==> src/rtl/window_generator.sv <==
// Streaming 3x3 window generator: two line buffers plus a 3x3 shift register
// present the neighbourhood of every interior pixel of a raster-order frame.
module window_generator #(
    parameter int IMG_WIDTH  = 8,
    parameter int IMG_HEIGHT = 8
) (
    input  logic              clk,
    input  logic              reset,
    input  logic [7:0]        pix_in,
    input  logic              pix_valid,
    input  logic              stall,
    output logic              pix_ready,
    output logic signed [8:0] img [9],
    output logic              win_valid,
    output logic              frame_done
);

    localparam int CW = $clog2(IMG_WIDTH);
    localparam int RW = $clog2(IMG_HEIGHT);

    typedef enum logic {
        FILL,
        RUN
    } state_t;

    state_t          state_q, state_d;
    logic [CW-1:0]   col_q, col_d;
    logic [RW-1:0]   row_q, row_d;
    logic [7:0]      win_q [9];
    logic [7:0]      win_d [9];
    logic            win_valid_q, win_valid_d;
    logic            frame_done_q, frame_done_d;

    logic [7:0]      lb1_q [IMG_WIDTH];
    logic [7:0]      lb2_q [IMG_WIDTH];
    logic [7:0]      lb1_rd, lb2_rd;
    logic            accept, col_last, row_last;

    assign pix_ready = !stall && !reset;
    assign accept    = pix_valid && pix_ready;
    assign col_last  = (col_q == CW'(IMG_WIDTH - 1));
    assign row_last  = (row_q == RW'(IMG_HEIGHT - 1));
    assign lb1_rd    = lb1_q[col_q];
    assign lb2_rd    = lb2_q[col_q];

    always_comb begin
        // NOTE: every variable gets its hold value first so no path infers a latch.
        state_d      = state_q;
        col_d        = col_q;
        row_d        = row_q;
        win_d        = win_q;
        win_valid_d  = win_valid_q;
        frame_done_d = 1'b0;

        if (accept) begin
            for (int r = 0; r < 3; r++) begin
                win_d[3*r]     = win_q[3*r + 1];
                win_d[3*r + 1] = win_q[3*r + 2];
            end
            win_d[2] = lb2_rd;
            win_d[5] = lb1_rd;
            win_d[8] = pix_in;

            // The accepted pixel's own row/column decide validity, not the next ones.
            win_valid_d = (state_q == RUN) && (col_q >= CW'(2));

            if (col_last) begin
                col_d = '0;
                if (row_last) begin
                    row_d        = '0;
                    frame_done_d = 1'b1;
                    state_d      = FILL;
                end else begin
                    row_d = row_q + 1'b1;
                    if (row_q == RW'(1)) begin
                        state_d = RUN;
                    end
                end
            end else begin
                col_d = col_q + 1'b1;
            end
        end else if (!stall) begin
            win_valid_d = 1'b0;
        end
    end

    // NOTE: sequential state is updated only with non-blocking assignments.
    always_ff @(posedge clk or posedge reset) begin
        if (reset) begin
            state_q      <= FILL;
            col_q        <= '0;
            row_q        <= '0;
            win_q        <= '{default: 8'h00};
            win_valid_q  <= 1'b0;
            frame_done_q <= 1'b0;
        end else begin
            state_q      <= state_d;
            col_q        <= col_d;
            row_q        <= row_d;
            win_q        <= win_d;
            win_valid_q  <= win_valid_d;
            frame_done_q <= frame_done_d;
        end
    end

    // NOTE: line buffers carry no reset; every window reads only entries written this frame.
    always_ff @(posedge clk) begin
        if (accept) begin
            lb1_q[col_q] <= pix_in;
            lb2_q[col_q] <= lb1_rd;
        end
    end

    always_comb begin
        for (int k = 0; k < 9; k++) begin
            img[k] = $signed({1'b0, win_q[k]});
        end
    end

    assign win_valid  = win_valid_q;
    assign frame_done = frame_done_q;

endmodule

==> config.mk <==
export PLATFORM = sky130hd
export DESIGN_NAME = window_generator
export DESIGN_NICKNAME = d
export VERILOG_FILES = /design/src/rtl/window_generator.sv
export SDC_FILE = /design/constraint.sdc
export NUM_CORES = 1
export LEC_CHECK = 0
export CORE_MARGIN = 2
export CORE_UTILIZATION = 50
export DETAILED_ROUTE_END_ITERATION = 12
export GPL_TIMING_DRIVEN = 0
export MAX_ROUTING_LAYER = met4
export PLACE_DENSITY = 0.75
export SLEW_MARGIN = 20
export SYNTH_ARGS = -nofsm -noshare
export SYNTH_HDL_FRONTEND = slang
export SYNTH_SLANG_ARGS = --single-unit
==> constraint.sdc <==
create_clock -name clk -period 2.8 [get_ports clk]
set_clock_uncertainty 0.1 [all_clocks]
set_input_delay 0.56 -clock clk [delete_from_list [all_inputs] [get_ports clk]]
set_output_delay 0.56 -clock clk [all_outputs]
set_load 0.005 [all_outputs]
Word level (Yosys, flattened, before mapping)
Memory sizes are Yosys's and may differ from the RTL's. A register that Yosys moved wholly into a read port is not among the register bits.
Cells that the tools add are included.
{ "word_totals": {"ff_bits": 73, "ram_bits": 128, "output_inout_bits": 84, "wordCells": 41, "mem_count": 2} }
{ "mem_list": {"columns": ["name", "depth", "width", "rd", "rd_clocked_by_memory_dff", "wr", "line_no", "rtl"], "rows": [
  ["lb1_q", 8, 8, 1, 0, 1, "34", "logic [7:0] lb1_q [IMG_WIDTH];"],
  ["lb2_q", 8, 8, 1, 1, 1, "35", "logic [7:0] lb2_q [IMG_WIDTH];"]
]} }
{ "classes": {"addsub": 2, "n_lt_le_gt_ge": 1, "eq_ne": 4, "n_mux": 11, "reduce_logical": 8} }
{ "op_table": {"columns": ["op", "count"], "rows": [
  ["two-way mux 1 bit", 9],
  ["adder 3 x 1 -> 3 bit, second input constant", 2],
  ["== test 3 bit, second input constant", 2],
  ["two-way mux 3 bit", 2],
  ["== test 3 x 1 -> 1 bit, second input constant", 1],
  [">= comparator 3 x 2 -> 1 bit, second input constant", 1],
  ["logical AND 1 bit", 3],
  ["AND reduction 3 bit", 1],
  ["zero test 1 bit", 2],
  ["inequality test 2 x 1 -> 1 bit, second input constant", 1],
  ["AND reduction 2 bit", 1],
  ["nonzero test 2 bit", 1]
]} }

Longest topological paths before layout
Gate-level depths: netlist of the first run.
{ "depth": {"depth_word": 5, "mapped_depth": 8, "ltp_nobuf": 5} }

Worst setup path after synthesis of the first run
OpenSTA, ideal clock, no wires.
{ "synth_timing": {"path_type": "input -> register", "from": "input reset", "to": "memory lb1_q[3][0], enable pin", "arrival_time_ps": 2449, "t_required_ps": 2291, "slack_ps": -158, "stages": 4, "path_buffers": 2, "cell_sequence": "or3b_1 > buf_1 > clkbuf_1 > nor3_1"} }
{ "synth_between": {"elab_chain_len": 5} }
{ "synth_rtl": {"columns": ["element", "line_no", "rtl"], "rows": [
  ["from (decl)", "8", "input logic reset,"],
  ["zero test 1 bit (no line)", null, null],
  ["logical AND 1 bit", "39", "assign pix_ready = !stall && !reset;"],
  ["logical AND 1 bit", "40", "assign accept = pix_valid && pix_ready;"],
  ["two-way mux 1 bit", "108", "if (accept) begin"],
  ["two-way mux 1 bit (not written as such)", "109", "lb1_q[col_q] <= pix_in;"],
  ["to (decl)", "34", null]
]} }
No other way between the ends.

Final worst setup path of the first run
{ "layout_timing": {"from": "register col_q[2]", "to": "memory lb2_q[4][5], enable pin"} }
{ "layout_rtl": {"columns": ["element", "line_no", "rtl"], "rows": [
  ["from (decl)", "27", "logic [CW-1:0] col_q, col_d;"],
  ["from (signal assigned)", "98", "col_q <= col_d;"],
  ["to (decl)", "35", null]
]} }
Straight into the memory's write port.

==> key figures, run 1 <==
Run status
  – Status: completed

Floorplanning
  – Die area: 17420 µm²
  – Initial core utilization: 51.37%
  – Die width: 132.0 µm
  – I/O pin total: 96
  – Cell Rows: 46
  – Die Ht: 132.0 µm
  – CORE AREA: 15940 µm²

Place
  – Gp weighted congestion: 0.8780
  – PortBufs: 86
  – Dpl ws: -746.2 ps
  – Dpl cells: 936
  – DP HPWL: 13450 µm

Clocking
  – H-tree Lvls: 1
  – Root Buffer: clkbuf_16
  – CTS max path bufs: 3
  – Clk Latency, worst-skew pair: 500 ps
  – Worst-path clk slew: 60 ps
  – Number of buffers created by CTS: 22
  – CTS hold repair buffers: 0
  – Clock sink count: 209
  – TritonCTS clock tree: done

Worst setup path
  – Max stage delay on crit path: 360 ps
  – Slowest cell on crit path: dfrtp_1
  – Startpoint types: flop
  – WP data required: 2900 ps
  – Max FO, Critical Path: 11
  – Critical Path, Cell by Cell: buf_2 > buf_2 > buf_2 > buf_2 > nand2_2 > nor2_4 > buf_8
  – CP arrival: 2840 ps
  – Reg2Reg Setup Slack: 60 ps
  – CP Capture Type: flop
  – Critical path buffers and inverters: 5
  – CP top delay family: buffers and inverters
  – WS Path Type: flop to flop
  – Top cell by count, worst path: buf_2

Cells and area
  – Area Overhead vs Synth: 26.80%
  – Fill cells: 1105
  – Ratio of cells with drive above 1 in the final layout: 15.63%
  – Fin nets: 770
  – # diodes: 0
  – Most common cell after layout, fill and taps aside: nand2_1
  – Final Instance Count excl. Fillers: 984
  – Most frequent cells in the layout: nand2_1, edfxtp_1, clkdlybuf4s50_1

Logic synthesis
  – Synth Register Bits: 209
  – Syn avg cell area: 13.36 µm²
  – Netlist cell types: 44
  – Post-synthesis sequential area ratio: 71.68%
  – Synth Instances: 613
  – Number of enable flip-flop cells after synthesis: 128
  – Main synth FF type: edfxtp_1
  – Mapped Area: 8190 µm²
  – Ys async rst share: 38.76%
  – Yosys warns: 0

Route
  – Via-per-instance ratio: 5.530
  – First DRT Iteration DRCs: 515
  – Vias post-DR: 5442
  – Routed Antenna Nets: 0
  – Per-cell routed wire length: 20.01 µm
  – Total Routed Length: 19690 µm
  – DRC: 0
  – Drt first pass iters: 5

Power
  – PwrDens: 943.7 nW/µm²
  – Leak: 4.175 nW
  – Maximum VDD drop: 0.6150 mV

GRT
  – GRT Util Overall: 23.19%
  – GRT overflow: 0
  – Initial antenna violation count: 0
  – First-pass GRT wire length: 30460 µm
  – Vias in the first global route: 5532
  – Largest net degree at the start of global routing: 46

Timing
  – Max_slew headroom: 29.69%
  – Setup Viol. Count Final: 0
  – Max Transition Viols Final: 0
  – Fin. Hold Viols: 0
  – Final min period: 2735 ps
  – Peak Freq: 0.3656 GHz
  – Worst-Margin Slew: 1055 ps
  – Final worst slack: 64.90 ps
  – Final clock period utilization by the worst path: 97.68%

Job
  – Max-cap violations: 0

Min path
  – Min-delay worst type: flop to flop
[flip-flops by register name, summed over array words and instances, names as in the netlist]
signal	count
win_valid	1
col_q	3
frame_done	1
row_q	3
lb2_q	64
lb1_q	64
state_q	1
img	72
[cell usage after synthesis (all sizes together) (2+ instances only)]
library cell  instances  area, µm²
a22oi                 8      60.06
or3                   2      17.52
dfrtp                81       2027
ha                    6      75.07
mux2i                30      300.3
a221o                 3      30.03
o22a                  7      61.31
nand4b                2      17.52
nand2               181      679.4
a21oi                 7      35.03
nor3                  8      40.04
buf                  27      170.2
nand2b                2      12.51
o22ai                 2      12.51
nand3b                2      15.01
o221ai                7      61.31
o31ai                 2      15.01
inv                   5      18.77
a211oi                4      30.03
o21ai                11      55.05
nor2                 18      67.56
a31oi                 7      43.79
or2                   2      12.51
mux2                 22      255.3
clkbuf               15      56.30
a221oi                8      70.07
and2                  2      12.51
nor2b                 5      31.28
edfxtp              128       3844
[final cells by class]
| class | count | area [µm²] | area share, % |
|---|---|---|---|
| Buffer | 42 | 227.7 | 2.193 |
| Clock buffer | 27 | 643.1 | 6.193 |
| Clock inverter | 13 | 91.34 | 0.8795 |
| Inverter | 5 | 21.27 | 0.2048 |
| Multi-Input combinational cell | 365 | 2180 | 20.99 |
| Sequential cell | 209 | 5871 | 56.53 |
| Tap cell | 216 | 270.3 | 2.602 |
| Timing Repair Buffer | 107 | 1081 | 10.41 |
[routing by layer]
| metal | up-vias | wire length, µm | global-route usage, % |
|---|---|---|---|
| li1 | 2450 | - | - |
| met2 | 278 | 10090 | 38.92 |
| met4 | 0 | 352 | 6.944 |
| met3 | 43 | 1610 | 4.268 |
| met1 | 2671 | 7639 | 28.93 |
| met5 | - | 0 | - |
[tightest hold or removal path: cells and delay by family, from the launching register on]
kind / cells / cell delay, ps
simple gates: 2 / 110
flops: 1 / 340
[power breakdown]
group	switching, mW	leakage (nW)	internal (mW)
clock	1.20	0.361	1.65
combinational	1.46	1.65	1.25
sequential	0.314	2.16	3.93
total	2.97	4.17	6.83
[cell families after synthesis]
family / after synthesis / share of synthesized area (%)
flip-flops: 209 / 71.68
adder cells (fa/ha/maj): 6 / 0.9166
other: 1 / 0.04579
multiplexers: 52 / 6.783
AND/OR/NAND/NOR: 229 / 11.47
buffers and inverters: 47 / 2.994
AO/OA/AOI/OAI: 69 / 6.111
[metrics by stage]
step | hold WS (ps) | setup TNS [ps] | total power, mW | cell area [µm²] | util (%)
4_1_cts | 376.9 | -3389 | 9.790 | 10290 | 64.55
5_1_grt | 408.1 | -423.7 | 10.23 | 10390 | 65.14
3_5_place_dp | 360.8 | -62980 | 6.938 | 9530 | 59.78
3_3_place_gp | 357.9 | -277710 | 6.781 | 9356 | 58.69
6_report | 372.2 | 0 | 9.800 | 10390 | 65.14
2_1_floorplan | 369.6 | -10140 | 5.561 | 8225 | -
[what timing repair did]
item / in CTS / in global routing
pin swaps: 2 / 3
gates resized for setup: 1 / 9
buffers inserted: 1 / 6
endpoints found under the setup margin: 49 / 66
[path summary, 6_finish.rpt]
| check | start | endpoint | depth (start not counted) |
|---|---|---|---|
| worst max-delay path | col_q[2] | lb2_q[4][5] | 7 |
| min in group asynchronous | reset | state_q | 2 |
| worst min register to register | img[72] | img[72] | 2 |
| max in group asynchronous | reset | img[77] | 3 |
| worst min-delay path | img[72] | img[72] | 2 |
| worst max register to register | col_q[2] | lb2_q[4][5] | 7 |
(Power assumes the default switching activity.)
==> run 2, diff against run 1 <==
--- a/config.mk
+++ b/config.mk
@@ -11,6 +11,7 @@
 export GPL_TIMING_DRIVEN = 0
 export MAX_ROUTING_LAYER = met4
 export PLACE_DENSITY = 0.75
+export REMOVE_ABC_BUFFERS = 1
 export SLEW_MARGIN = 20
 export SYNTH_ARGS = -nofsm -noshare
 export SYNTH_HDL_FRONTEND = slang
==> key figures, run 2 (synthesis gave the netlist of run 1 again) <==
Run status
  – Status: completed (unchanged)

Power
  – Switching part of the total: 28.93% (was 30.32%)
  – Register share of total power: 47.5% (was 43.3%)
  – Maximum VDD drop: 0.4223 mV (was 0.6150 mV)
  – Clock power frac: 27.9% (was 29.1%)
  – Pint: 6.596 mW (was 6.829 mW)
  – Leak: 4.028 nW (was 4.175 nW)
  – Psw: 2.684 mW (was 2.971 mW)
  – Comb power frac: 24.6% (was 27.6%)
  – PwrDens: 914.4 nW/µm² (was 943.7 nW/µm²)

Place
  – PortBufs: 86 (unchanged)
  – DP HPWL: 10760 µm (was 13450 µm)
  – Gp weighted congestion: 0.7787 (was 0.8780)
  – Area after DPL: 9399 µm² (was 9530 µm²)

Cells and area
  – Fin area: 10150 µm² (was 10390 µm²)
  – Most common cell after layout, fill and taps aside: nand2_1 (unchanged)
  – Area of the multi-input gates: 2185 µm² (was 2180 µm²)
  – Ratio of cells with drive above 1 in the final layout: 13.10% (was 15.63%)
  – Seq. cell area: 5877 µm² (was 5871 µm²)
  – Fill cells: 1162 (was 1105)
  – Area Overhead vs Synth: 23.92% (was 26.80%)
  – Fin nets: 736 (was 770)
  – # diodes: 0 (unchanged)
  – Largest register FFs: 72 (unchanged)
  – Most frequent cells in the layout: nand2_1, edfxtp_1, clkdlybuf4s50_1 (unchanged)

Clocking
  – CTS hold repair buffers: 0 (unchanged)
  – Number of buffers created by CTS: 22 (unchanged)
  – Root Buffer: clkbuf_16 (unchanged)
  – H-tree Lvls: 1 (unchanged)
  – Worst-path clk slew: 60 ps (about the same)
  – CTS max path bufs: 3 (unchanged)
  – TritonCTS clock tree: done (unchanged)
  – Clock sink count: 209 (unchanged)
  – Clk Latency, worst-skew pair: 510 ps (was 500 ps)

Timing
  – Max_slew headroom: 46.28% (was 29.69%)
  – Final clock period utilization by the worst path: 96.27% (was 97.68%)
  – Setup Viol. Count Final: 0 (unchanged)
  – Final min period: 2696 ps (was 2735 ps)
  – Max Transition Viols Final: 0 (unchanged)
  – Hold Slack: 369.1 ps (was 372.2 ps)
  – Fin. Hold Viols: 0 (unchanged)
  – RSZ-0062 raised after global routing: no
  – Peak Freq: 0.3710 GHz (was 0.3656 GHz)
  – Worst-Margin Slew: 805.7 ps (was 1055 ps)

GRT
  – Largest net degree at the start of global routing: 57 (was 46)
  – GRT Util Overall: 19.96% (was 23.19%)
  – First-pass GRT wire length: 26830 µm (was 30460 µm)
  – GRT overflow: 0 (unchanged)
  – Initial antenna violation count: 0 (unchanged)
  – Vias in the first global route: 5043 (was 5532)

Min path
  – Hold path depth: 2 (unchanged)
  – Min-Delay Startpoint: img[46] (was img[72])
  – WHS Endpoint: img[46] (was img[72])
  – Min-delay worst type: flop to flop (unchanged)

Worst setup path
  – Worst r2r path cells: 4 (was 7)
  – WS Path Type: input port to flop (was flop to flop)
  – CP arrival: 2790 ps (was 2840 ps)
  – FF-to-FF Start: col_q[0] (was col_q[2])
  – Max FO, Critical Path: 44 (was 11)
  – CP Capture Type: flop (unchanged)
  – Crit path from: reset (was col_q[2])
  – WP data required: 2890 ps (was 2900 ps)
  – Startpoint types: input port (was flop)
  – Reg-to-reg endpoint: lb2_q[2][7] (was lb2_q[4][5])
  – Reg2Reg Setup Slack: 130 ps (was 60 ps)

Route
  – Per-cell routed wire length: 17.71 µm (was 20.01 µm)
  – Routed Antenna Nets: 0 (unchanged)
  – Vias post-DR: 5087 (was 5442)
  – Via-per-instance ratio: 5.360 (was 5.530)
  – Drt first pass iters: 5 (unchanged)
  – First DRT Iteration DRCs: 369 (was 515)
  – Total Routed Length: 16810 µm (was 19690 µm)
  – DRC: 0 (unchanged)

Floorplanning
  – I/O pin total: 96 (unchanged)
  – Initial core utilization: 51.37% (unchanged)
  – Cell Rows: 46 (unchanged)
  – CORE AREA: 15940 µm² (unchanged)
  – Die Ht: 132.0 µm (unchanged)
  – Die width: 132.0 µm (unchanged)
  – Die area: 17420 µm² (unchanged)

Job
  – Max-cap violations: 0 (unchanged)
==> run 2: cell types whose count changed in the layout (fill, tap and decap cells not counted), moves of 2 or more <==
cell,delta
clkbuf_1,-9
nor3_4,-2
nor3_2,+2
dfrtp_2,+2
dfrtp_1,-3
buf_2,-15
clkinv_4,-2
clkbuf_16,-3
clkinv_1,+5
clkinvlp_4,-2
buf_1,-2
clkinv_2,-3
buf_6,-4
==> run 2: layout make-up <==
type                       count  share of cell area [%]
timing repair buffer         115                   11.39
inverter                       5                  0.2096
clock buffer                  29                   5.782
multi-input combinational    365                   21.52
tap                          216                   2.663
sequential                   209                   57.90
clock inverter                10                  0.5301
==> run 2: what timing repair did <==
| item | in CTS | in global routing |
|---|---|---|
| endpoints found under the setup margin | 72 | 35 |
| gates resized for setup | 6 | 1 |
| buffers inserted | 3 | 4 |
| pin swaps | 3 | 2 |
==> run 2: power groups by stage <==
stage | combinational, mW | sequential [mW] | clock, mW
floorplan | 1.06 | 4.42 | 0
global placement | 2.10 | 4.49 | 0
detailed placement | 2.25 | 4.47 | 0
CTS | 2.29 | 4.41 | 2.64
global route | 2.50 | 4.48 | 2.75
finish | 2.29 | 4.41 | 2.59
==> run 2: how the worst max path moves through the flow <==
stage / endpoint / slack [ps] / cells past startpoint
after detailed placement: lb1_q[5][7] / -1220 / 8
after global routing: lb2_q[3][1] / 1 / 6
after CTS: lb1_q[4][3] / 80 / 8
after global placement: lb1_q[5][3] / -8910 / 4
after floorplan: lb1_q[5][0] / -4650 / 3
final: lb2_q[3][1] / 100 / 6
==> run 2: metrics by stage <==
step	utilization [%]	power (mW)	worst slack, ps	instances	TNS (ps)
detailed placement	58.95	6.715	-1225	902	-77710
global route	63.66	9.731	1.349	949	0
floorplan	-	5.481	-4654	579	-540830
CTS	63.40	9.334	77.25	944	0
finish	63.66	9.281	104.4	949	0
global placement	57.24	6.582	-8915	881	-1324630
==> run 2: layer usage <==
metal	GRT usage [%]	up-vias	share of wire (%)
met2	32.61	190	49
met1	25.39	2483	42
met4	6.703	0	2.4
met3	3.652	35	6.3
li1	-	2379	-
met5	-	-	0
==> run 2: critical path, stage by stage <==
cell	delay, ps
clkdlybuf4s50_1	530
or3b_4	590
buf_12	250
nor3_2	310
buf_4	290
buf_4	220
==> run 3, diff against run 2 <==
--- a/config.mk
+++ b/config.mk
@@ -5,12 +5,15 @@
 export SDC_FILE = /design/constraint.sdc
 export NUM_CORES = 1
 export LEC_CHECK = 0
+export CAP_MARGIN = 40
+export CELL_PAD_IN_SITES_DETAIL_PLACEMENT = 0
+export CELL_PAD_IN_SITES_GLOBAL_PLACEMENT = 1
 export CORE_MARGIN = 2
-export CORE_UTILIZATION = 50
+export CORE_UTILIZATION = 41
 export DETAILED_ROUTE_END_ITERATION = 12
 export GPL_TIMING_DRIVEN = 0
 export MAX_ROUTING_LAYER = met4
-export PLACE_DENSITY = 0.75
+export PLACE_DENSITY_LB_ADDON = 0.1
 export REMOVE_ABC_BUFFERS = 1
 export SLEW_MARGIN = 20
 export SYNTH_ARGS = -nofsm -noshare
==> key figures, run 3 (synthesis gave the netlist of run 1 again) <==
Worst setup path
  – CP Capture Type: flop (unchanged)
  – Max FO, Critical Path: 36 (was 44)
  – WS Path Type: input port to flop (unchanged)
  – CP arrival: 2800 ps (was 2790 ps)
  – Reg2Reg Setup Slack: 290 ps (was 130 ps)
  – Worst r2r path cells: 5 (was 4)
  – Startpoint types: input port (unchanged)
  – FF-to-FF Start: col_q[0] (unchanged)
  – WP data required: 2900 ps (was 2890 ps)
  – Reg-to-reg endpoint: lb1_q[2][3] (was lb2_q[2][7])

Timing
  – Fin. Hold Viols: 0 (unchanged)
  – Hold Slack: 370.7 ps (was 369.1 ps)
  – RSZ-0062 raised after global routing: no (unchanged)
  – Final clock period utilization by the worst path: 96.48% (was 96.27%)
  – Setup Viol. Count Final: 0 (unchanged)
  – Max_slew headroom: 41.21% (was 46.28%)
  – Max Transition Viols Final: 0 (unchanged)
  – Final min period: 2702 ps (was 2696 ps)
  – Peak Freq: 0.3702 GHz (was 0.3710 GHz)
  – Worst-Margin Slew: 881.9 ps (was 805.7 ps)
  – Final worst slack: 98.50 ps (was 104.4 ps)

Route
  – Highest metal used: met4 (unchanged)
  – Total Routed Length: 17110 µm (was 16810 µm)
  – Drt first pass iters: 4 (was 5)
  – Per-cell routed wire length: 17.12 µm (was 17.71 µm)
  – First DRT Iteration DRCs: 313 (was 369)
  – Routed Antenna Nets: 0 (unchanged)
  – WL met3: 786 µm (was 1054 µm)
  – Metal2 WL: 8417 µm (was 8270 µm)
  – DRC: 0 (unchanged)
  – DRT met1 WL: 7661 µm (was 7080 µm)
  – Vias post-DR: 5004 (was 5087)
  – Via-per-instance ratio: 5.009 (was 5.360)

Cells and area
  – Area Overhead vs Synth: 26.34% (was 23.92%)
  – Fill cells: 1687 (was 1162)
  – Ratio of cells with drive above 1 in the final layout: 14.17% (was 13.10%)
  – Most common cell after layout, fill and taps aside: nand2_1 (unchanged)
  – Largest register FFs: 72 (unchanged)
  – Most frequent cells in the layout: nand2_1, edfxtp_1, clkdlybuf4s50_1 (unchanged)
  – # diodes: 0 (unchanged)
  – Fin nets: 736 (unchanged)

Clocking
  – Clk Latency, worst-skew pair: 500 ps (was 510 ps)
  – Worst-path clk slew: 60 ps (about the same)
  – CTS max path bufs: 3 (unchanged)
  – Number of buffers created by CTS: 22 (unchanged)
  – Root Buffer: clkbuf_16 (unchanged)
  – H-tree Lvls: 1 (unchanged)
  – TritonCTS clock tree: done (unchanged)
  – Clock sink count: 209 (unchanged)

Floorplanning
  – I/O pin total: 96 (unchanged)
  – Die area: 21120 µm² (was 17420 µm²)
  – Initial core utilization: 41.95% (was 51.37%)
  – Die Ht: 145.3 µm (was 132.0 µm)
  – Cell Rows: 51 (was 46)
  – CORE AREA: 19530 µm² (was 15940 µm²)
  – Die width: 145.3 µm (was 132.0 µm)

Min path
  – WHS Endpoint: img[23] (was img[46])
  – Hold path depth: 2 (unchanged)
  – Min-Delay Startpoint: img[23] (was img[46])
  – Min-delay worst type: flop to flop (unchanged)

Place
  – Dpl ws: -666.8 ps (was -1225 ps)
  – Gp weighted congestion: 0.7230 (was 0.7787)
  – PortBufs: 86 (unchanged)
  – DP HPWL: 11420 µm (was 10760 µm)

GRT
  – First-pass GRT wire length: 27930 µm (was 26830 µm)
  – GRT Util Overall: 16.96% (was 19.96%)
  – Initial antenna violation count: 0 (unchanged)
  – Vias in the first global route: 5109 (was 5043)
  – GRT overflow: 0 (unchanged)
  – Largest net degree at the start of global routing: 43 (was 57)

Power
  – Leak: 4.090 nW (was 4.028 nW)
  – PwrDens: 926.1 nW/µm² (was 914.4 nW/µm²)
  – Maximum VDD drop: 0.4032 mV (was 0.4223 mV)
  – Total power: 9.582 mW (was 9.281 mW)

Job
  – Max-cap violations: 0 (unchanged)

Run status
  – Status: completed (unchanged)
-- run 3: through the flow --
stage                     area [µm²]  instances  util [%]  setup TNS, ps
after floorplan                 7994        579         -        -540830
after global placement          9186        930     47.05       -1397020
after detailed placement        9542        955     48.87         -59180
after CTS                      10310        995     52.81              0
after global routing           10350        999     52.99              0
final                          10350        999     52.99              0
-- run 3: final cells by class --
class / instances / area, µm² / share of cell area [%]
clock buffers: 33 / 653.1 / 6.312
clock inverters: 7 / 62.56 / 0.6046
inverters: 5 / 21.27 / 0.2056
multi-input cells: 365 / 2205 / 21.31
flip-flops and latches: 209 / 5877 / 56.80
well taps: 265 / 331.6 / 3.204
repair buffers: 115 / 1197 / 11.57
-- run 3: routing by layer --
metal / GRT usage [%] / vias up
met1: 22.63 / 2491
li1: - / 2374
met3: 2.508 / 22
met2: 27.75 / 117
met4: 3.971 / 0
met5: - / -
-- run 3: power by group --
group          leakage, nW  switching, mW  internal (mW)
clock network        0.353           1.12           1.70
registers             2.16          0.382           3.93
logic                 1.58           1.20           1.24
total                 4.09           2.70           6.88
-- run 3: what timing repair did --
item | 4_1_cts | 5_1_grt
hold buffers | 0 | 0
buffers inserted | 0 | 4
resized for setup | 9 | 1
pin swaps | 1 | 3
endpoints found under the setup margin | 42 | 31
-- run 3: worst max-delay path by stage --
stage	depth (start not counted)	start	end
floorplan	3	reset	lb1_q[5][0]
global placement	4	reset	lb1_q[5][7]
detailed placement	6	reset	lb1_q[3][7]
CTS	8	reset	lb1_q[5][2]
global route	6	reset	lb1_q[3][3]
finish	6	reset	lb1_q[3][3]
-- run 3: critical path, cell delays in order --
cell	delay (ps)
clkdlybuf4s50_1	530
or3b_4	640
buf_12	260
nor3_4	400
buf_6	210
buf_6	150
